<file path="src/rtl/array_frame_loader.sv">
// Double-buffered row-major frame loader: elements fill a working array and
// the completed frame is copied (optionally column-reversed) into a shadow array.
module array_frame_loader #(
  parameter int ROWS = 2,
  parameter int COLS = 2,
  parameter int W    = 1
) (
  input  logic                   clk,
  input  logic                   rst_n,
  input  logic                   rev,
  input  logic                   in_valid,
  output logic                   in_ready,
  input  logic [W-1:0]           in_data,
  input  logic                   in_last,
  output logic                   out_valid,
  input  logic                   out_ready,
  output logic [ROWS*COLS*W-1:0] out_frame,
  output logic                   err
);

  localparam int RW = (ROWS > 1) ? $clog2(ROWS) : 1;
  localparam int CW = (COLS > 1) ? $clog2(COLS) : 1;

  typedef enum logic {FILL, HOLD} state_t;
  typedef logic [ROWS-1:0][COLS-1:0][W-1:0] arr_t;

  state_t        state;
  logic [RW-1:0] row;
  logic [CW-1:0] col;
  arr_t          fbuf, buf_nx, img, shd;
  logic          flag, copy_flag;
  logic          acc, first, at_end, done, bad, shd_free, copy;

  assign in_ready  = (state == FILL);
  assign out_frame = shd;

  always_comb begin
    acc      = in_valid && in_ready;
    first    = (row == '0) && (col == '0);
    at_end   = (row == RW'(ROWS-1)) && (col == CW'(COLS-1));
    done     = acc && at_end && in_last;
    bad      = acc && (in_last != at_end);
    shd_free = !out_valid || out_ready;
    copy     = (done && shd_free) || (state == HOLD && out_valid && out_ready);
    // A one-element frame completes on its first beat, so the live rev is used then.
    copy_flag = (state == HOLD) ? flag : (first ? rev : flag);
    buf_nx = fbuf;
    if (acc) buf_nx[row][col] = in_data;
    img = '0;
    for (int r = 0; r < ROWS; r++)
      for (int c = 0; c < COLS; c++)
        img[r][c] = copy_flag ? buf_nx[r][COLS-1-c] : buf_nx[r][c];
  end

  always_ff @(posedge clk) begin
    if (!rst_n) begin
      state     <= FILL;
      row       <= '0;
      col       <= '0;
      fbuf      <= '0;
      flag      <= 1'b0;
      shd       <= '0;
      out_valid <= 1'b0;
      err       <= 1'b0;
    end else begin
      err <= bad;
      if (acc) begin
        fbuf <= buf_nx;
        if (first) flag <= rev;
        // Completion, framing error and natural wrap all restart at [0][0].
        if (at_end || in_last) begin
          row <= '0;
          col <= '0;
        end else if (col == CW'(COLS-1)) begin
          col <= '0;
          row <= row + 1'b1;
        end else begin
          col <= col + 1'b1;
        end
      end
      if (copy) begin
        shd       <= img;
        out_valid <= 1'b1;
      end else if (out_valid && out_ready) begin
        out_valid <= 1'b0;
      end
      case (state)
        FILL: if (done && !shd_free) state <= HOLD;
        HOLD: if (out_valid && out_ready) state <= FILL;
        default: state <= FILL;
      endcase
    end
  end

endmodule

</file>
<file path="config.mk">
export PLATFORM = sky130hd
export DESIGN_NAME = array_frame_loader
export DESIGN_NICKNAME = d
export VERILOG_FILES = /design/src/rtl/array_frame_loader.sv
export SDC_FILE = /design/constraint.sdc
export NUM_CORES = 1
export LEC_CHECK = 0
export CELL_PAD_IN_SITES_DETAIL_PLACEMENT = 1
export CELL_PAD_IN_SITES_GLOBAL_PLACEMENT = 2
export CORE_ASPECT_RATIO = 0.8
export CORE_UTILIZATION = 26
export CTS_CLUSTER_DIAMETER = 50
export DETAILED_ROUTE_END_ITERATION = 6
export GPL_ROUTABILITY_DRIVEN = 0
export PLACE_DENSITY_LB_ADDON = 0.1
export SYNTH_ARGS = -nofsm -noshare
export SYNTH_HDL_FRONTEND = slang
export SYNTH_SLANG_ARGS = --single-unit
</file>
<file path="constraint.sdc">
create_clock -name clk -period 1.6 [get_ports clk]
set_clock_uncertainty 0.05 [all_clocks]
set_input_delay 0.24 -clock clk [delete_from_list [all_inputs] [get_ports clk]]
set_output_delay 0.24 -clock clk [all_outputs]
set_load 0.005 [all_outputs]
</file>
==> summary.txt, run 1 <==
Synthesis
  • FFs w/ async S/R, synth: 0%
  • EDFF count, synth: 0
  • Distinct cells, synth: 29
  • Main synth FF type: dfxtp_1
  • Sequential share of the synthesized area: 41.2%
  • Mean Syn Cell Area: 9.72 µm²
  • Flops & latches, synth: 14
  • Synth warn: 0
  • Syn_nets: 78
  • Synth Instances: 70
  • Synthesized cell area: 681 µm²

Timing
  • Tightest Pin Transition: 0.265 ns
  • Fin worst setup slack: 0.0797 ns
  • RSZ-0062 raised after global routing: no
  • Max Clock Freq: 658 MHz
  • Slew Viols, Final: 0
  • Crit path time final: 1.52 ns
  • Relative slew margins: 81.8%
  • Final setup violation count: 0
  • Period Utilization, post-route: 95.0%
  • Final hold viol count: 0

Routing
  • Via count: 591
  • Vias per cell: 4.55
  • Post-route DRC: 0
  • First-pass DRT Iterations: 2
  • Post-route ant nets: 0
  • Wire per inst: 12.5 µm
  • 1st-iter DRT viols: 1
  • Post-Route WL: 1620 µm

Finish
  • Nets: 103
  • Commonest non-fill, non-tap cell in the layout: clkdlybuf4s50_1
  • Diode count: 0
  • Commonest cells after routing, fill and taps aside: 12 x clkdlybuf4s50_1, 11 x dfxtp_1, 10 x nor2_1, 10 x buf_4, 6 x mux2i_1
  • Finished Cell Area: 966 µm²
  • Share of layout cells above drive strength 1: 29.8%
  • Fillers: 289
  • Synthesis-to-layout area growth: 41.9%

Setup path
  • Crit path kind: flop to output pin
  • Cell family with most CP delay: buffers and inverters
  • Crit-path max cell delay: 0.53 ns
  • Crit-path cells: clkdlybuf4s50_1
  • Crit. End Element: output pin
  • Critical-path maximum fanout: 5
  • CP startpoint kind: flop
  • Critical path's slowest cell: clkdlybuf4s50_1
  • Arrival time worst endpoint: 1.23 ns
  • Critical Path RT: 1.31 ns
  • CP bufs+invs: 1

Die
  • Core area: 0.00246 mm²
  • Die span in x: 59.2 µm
  • # rows: 16
  • I/O Pins: 14
  • DIE AREA: 0.00283 mm²
  • Initial core utilization: 27.6%
  • Die Ht: 47.8 µm

Global route
  • Antenna violations before repair: 0
  • First-pass GRT wire length: 2570 µm
  • Largest net degree at the start of global routing: 10
  • GR Overflow Total: 0
  • Vias in the first global route: 561
  • Gr usage total: 13.7%

Place
  • DP Wirelength: 1220 µm
  • Pre-CTS setup slack: -0.200 ns
  • DP Area: 907 µm²
  • Buffers on Ports: 13

CTS
  • CTS tree: done
  • # hold bufs at CTS: 0
  • Clock latency on the worst-skew pair: 0.29 ns
  • CTS Root Cell: clkbuf_4
  • CTS sink cnt: 14
  • Inserted Clock Buffers: 3
  • Reg clk slew, reported paths: 0.09 ns
  • Htree depth: 1
  • Longest Clk Path Bufs: 2

Pwr
  • Switching Fraction: 24.2%
  • Switch Pwr: 0.000175 W
  • Pwr Density: 750 mW/mm²
  • Worst VDD drop: 0.334 mV
  • Int Power: 0.000550 W
  • Sequential share of power: 49.8%
  • Clock power share: 37.0%
  • Lkg Pwr: 0.381 nW
  • Combinational power share: 13.3%

Hold path
  • Hold WC Path Type: flop to flop

Run
  • MaxCap Viol Count: 0

Outcome
  • Run status: completed
power by group through the flow:
stage	clock network [W]	registers (W)	logic [W]
6_report	0.000268	0.000361	0.0000961
3_3_place_gp	0	0.000369	0.0000913
4_1_cts	0.000284	0.000359	0.0000933
3_5_place_dp	0	0.000369	0.0000929
5_1_grt	0.000305	0.000362	0.000105
2_1_floorplan	0	0.000366	0.0000527
area by class of cell:
type,instances,area (µm²),share of cell area [%]
multi-input combinational,50,383,39.6
sequential,14,287,29.7
timing repair buffer,23,204,21.1
tap,36,45.0,4.66
clock buffer,4,36.3,3.76
inverter,3,11.3,1.17
cells by family (layout without fill, tap and decap cells):
group           after synthesis  count (layout)  synth area share (%)
compound gates               10              10                  8.46
fa+ha+maj                     1               1                  1.84
buf+inv                       6              30                  5.15
flops                        14              14                  41.2
mux                          11              11                  17.5
simple gates                 28              28                  25.9
routing by layer:
layer  routed length [µm]  share of wire [%]  up-vias  track usage [%]
li1                     -                  -      294                -
met5                    0                  0        -                0
met4                   27                1.7        0             5.71
met1                  781                 48      285             16.1
met2                  746                 46        8             22.7
met3                   65                4.0        4             5.68
Yosys cell counts, types with 2 or more instances:
master    count  share of area, %
nor2_1       10               5.5
a21oi_1       3               2.2
mux2i_1       7                10
o21ai_1       3               2.2
dfxtp_1      14                41
inv_1         2               1.1
nand2_1       2               1.1
and4bb_2      2               3.7
mux2_2        3               5.0
nand3_1       5               3.7
final timing paths:
| check | start | to | slack, ns | depth (start not counted) |
|---|---|---|---|---|
| min reg2reg | out_frame[2] | out_frame[2] | 0.41 | 2 |
| max | out_valid | out_valid | 0.08 | 1 |
| min | out_frame[2] | out_frame[2] | 0.41 | 2 |
| max reg2reg | col | out_frame[1] | 0.11 | 5 |
metrics by stage:
| stage | cells | util (%) | power (W) | hold slack, ns | setup TNS, ns |
|---|---|---|---|---|---|
| 6_report | 130 | 39.2 | 0.000725 | 0.414 | 0 |
| 5_1_grt | 130 | 39.2 | 0.000773 | 0.445 | 0 |
| 4_1_cts | 131 | 38.7 | 0.000737 | 0.420 | 0 |
| 3_5_place_dp | 126 | 36.8 | 0.000462 | 0.406 | -0.880 |
| 3_3_place_gp | 126 | 36.8 | 0.000460 | 0.398 | -0.654 |
| 2_1_floorplan | 70 | - | 0.000419 | 0.310 | 0 |
timing repair:
action                                  CTS  global route
gates resized for setup                   3             6
cloned                                    0             0
pin swaps                                 0             4
endpoints found under the setup margin    1             4
buffers inserted                          1             0
sequential cells by signal (all words and copies together), names as in the netlist:
| register | flops |
|---|---|
| fbuf | 4 |
| out_frame | 4 |
| col | 1 |
| err | 1 |
| flag | 1 |
| out_valid | 1 |
| row | 1 |
| state | 1 |
(Power assumes the default switching activity.)
==> inputs of run 2 (changes only) <==
- CAP_MARGIN: unset -> 25
- CELL_PAD_IN_SITES_DETAIL_PLACEMENT: 1 -> 0
- CELL_PAD_IN_SITES_GLOBAL_PLACEMENT: 2 -> 1
- CORE_UTILIZATION: 26 -> 30
- clock period: 1.6 -> 1.3 ns (I/O delays scaled with it)
==> summary.txt, run 2 (same netlist as run 1, synthesis figures left out) <==
CTS
  • CTS Root Cell: clkbuf_4 (unchanged)
  • Clock latency on the worst-skew pair: 0.28 ns (was 0.29 ns)
  • Htree depth: 1 (unchanged)
  • CTS tree: done (unchanged)
  • Longest Clk Path Bufs: 2 (unchanged)
  • Inserted Clock Buffers: 3 (unchanged)
  • CTS sink cnt: 14 (unchanged)
  • Reg clk slew, reported paths: 0.08 ns (was 0.09 ns)

Setup path
  • CP bufs+invs: 0 (was 1)
  • R2R depth: 4 (was 5)
  • R2r endpoint: out_frame[2] (was out_frame[1])
  • WP depth: 4 (was 1)
  • Cell family with most CP delay: multiplexers (was buffers and inverters)
  • Worst R2R Start: row (was col)
  • Critical path's slowest cell: dfxtp_4 (was clkdlybuf4s50_1)
  • Crit. End Element: flop (was output pin)
  • Origin of the worst setup path: row (was out_valid)
  • Crit-path max cell delay: 0.37 ns (was 0.53 ns)
  • Crit-path cells: nor3_4, mux2i_4, mux2_4, o21ai_1 (was clkdlybuf4s50_1)
  • Critical Path End: out_frame[2] (was out_valid)
  • R2r setup slk: -0.20 ns (was 0.11 ns)
  • CP startpoint kind: flop (unchanged)
  • Arrival time worst endpoint: 1.66 ns (was 1.23 ns)
  • Crit path kind: flop to flop (was flop to output pin)
  • Critical Path RT: 1.46 ns (was 1.31 ns)
  • Critical-path maximum fanout: 5 (unchanged)

Die
  • Core area: 0.00214 mm² (was 0.00246 mm²)
  • I/O Pins: 14 (unchanged)
  • Die span in x: 55.3 µm (was 59.2 µm)
  • Die Ht: 44.6 µm (was 47.8 µm)
  • Initial core utilization: 31.8% (was 27.6%)
  • # rows: 15 (was 16)
  • DIE AREA: 0.00246 mm² (was 0.00283 mm²)

Finish
  • Nets: 110 (was 103)
  • Multi-input gate area: 435 µm² (was 383 µm²)
  • Diode count: 0 (unchanged)
  • Fillers: 211 (was 289)
  • Share of layout cells above drive strength 1: 47.0% (was 29.8%)
  • Sequential Area: 297 µm² (was 287 µm²)
  • Commonest non-fill, non-tap cell in the layout: buf_4 (was clkdlybuf4s50_1)
  • Commonest cells after routing, fill and taps aside: 12 x buf_4, 9 x nor2_1, 7 x dfxtp_1 (was 12 x clkdlybuf4s50_1, 11 x dfxtp_1, 10 x nor2_1, 10 x buf_4, 6 x mux2i_1)
  • Synthesis-to-layout area growth: 56.4% (was 41.9%)

Routing
  • Post-route ant nets: 0 (unchanged)
  • Via count: 605 (was 591)
  • First-pass DRT Iterations: 4 (was 2)
  • Vias per cell: 4.84 (was 4.55)
  • Post-route DRC: 0 (unchanged)
  • 1st-iter DRT viols: 11 (was 1)
  • Post-Route WL: 1460 µm (was 1620 µm)
  • Wire per inst: 11.7 µm (was 12.5 µm)

Timing
  • RSZ-0062 raised after global routing: yes (was no)
  • TNS Setup: -0.926 ns (was 0 ns)
  • Final setup violation count: 6 (was 0)
  • Max Clock Freq: 666 MHz
  • Tightest Pin Transition: 0.257 ns (was 0.265 ns)
  • Final hold viol count: 0 (unchanged)
  • Relative slew margins: 82.4% (was 81.8%)
  • Slew Viols, Final: 0 (unchanged)
  • Crit path time final: 1.50 ns
  • Fin worst setup slack: -0.202 ns (was 0.0797 ns)
  • Period Utilization, post-route: 116%

Pwr
  • Worst VDD drop: 0.695 mV (was 0.334 mV)
  • Lkg Pwr: 0.471 nW (was 0.381 nW)
  • Pwr Density: 783 mW/mm² (was 750 mW/mm²)

Global route
  • First-pass GRT wire length: 2450 µm (was 2570 µm)
  • Antenna violations before repair: 0 (unchanged)
  • Largest net degree at the start of global routing: 10 (unchanged)
  • Gr usage total: 13.3% (was 13.7%)
  • Vias in the first global route: 534 (was 561)
  • GR Overflow Total: 0 (unchanged)

Place
  • Buffers on Ports: 13 (unchanged)
  • Pre-CTS setup slack: -0.413 ns (was -0.200 ns)

Hold path
  • Hold WC Path Type: flop to flop (unchanged)

Outcome
  • Failing checks: setup timing
  • Run status: finished with violations (was completed)

Run
  • MaxCap Viol Count: 0 (unchanged)
==> run 2: changes by cell type in the layout (fill, tap and decap cells not counted), moves of 2 or more <==
cell,delta
buf_6,+5
o21ai_2,+2
mux2i_4,+2
clkdlybuf4s50_1,-6
dfxtp_1,-4
dfxtp_2,+2
mux2i_1,-3
buf_4,+2
dfxtp_4,+2
dlygate4sd2_1,+4
==> run 2: worst reg2reg max path, cell delays in order (launching register included) <==
cell and delay (ns):
dfxtp_4 0.37, nor3_4 0.23, mux2i_4 0.35, mux2_4 0.33, o21ai_1 0.10
==> run 2: layer usage <==
| metal | part of all wire (%) | track usage [%] | routed length, µm |
|---|---|---|---|
| met5 | 0 | 0 | 0 |
| met1 | 51 | 17.6 | 750 |
| met3 | 4.0 | 6.14 | 58 |
| met4 | 0.27 | 3.00 | 4 |
| met2 | 44 | 20.0 | 643 |
==> run 2: worst min-delay path by stage <==
| stage | startpoint | endpoint | slack, ns | cells after the start |
|---|---|---|---|---|
| after floorplan | rst_n | err | 0.27 | 2 |
| after global placement | out_frame[3] | out_frame[3] | 0.40 | 2 |
| after detailed placement | out_frame[2] | out_frame[2] | 0.41 | 2 |
| after CTS | out_frame[2] | out_frame[2] | 0.41 | 2 |
| after global routing | out_frame[2] | out_frame[2] | 0.43 | 2 |
| final | out_frame[2] | out_frame[2] | 0.41 | 2 |
==> run 2: final cells by class <==
class	count	share of cell area, %
clock buffers	3	2.12
repair buffers	30	25.1
multi-input cells	50	40.9
inverters	3	1.06
well taps	25	2.94
flip-flops and latches	14	27.8
==> run 2: per-stage QoR <==
| stage | hold WS (ns) | utilization [%] | cells | power, W | instance area (µm²) |
|---|---|---|---|---|---|
| final | 0.408 | 49.8 | 125 | 0.000834 | 1060 |
| after global routing | 0.429 | 49.8 | 125 | 0.000883 | 1060 |
| after CTS | 0.411 | 47.8 | 125 | 0.000839 | 1020 |
| after detailed placement | 0.408 | 44.6 | 119 | 0.000587 | 953 |
| after global placement | 0.398 | 44.6 | 119 | 0.000586 | 953 |
| after floorplan | 0.265 | - | 70 | 0.000529 | 714 |
==> run 2: power breakdown <==
group	internal (W)	total (W)	leakage (nW)	switching (W)
registers	0.000433	0.000444	0.118	0.0000104
clock network	0.000107	0.000240	0.0138	0.000133
logic	0.0000924	0.000150	0.340	0.0000577
==> run 2: timing repair <==
| item | CTS | global route |
|---|---|---|
| setup endpoints to repair | 17 | 12 |
| pin swaps | 2 | 3 |
| buffers inserted | 3 | 0 |
| hold buffers | 0 | 0 |
| resized for setup | 20 | 15 |
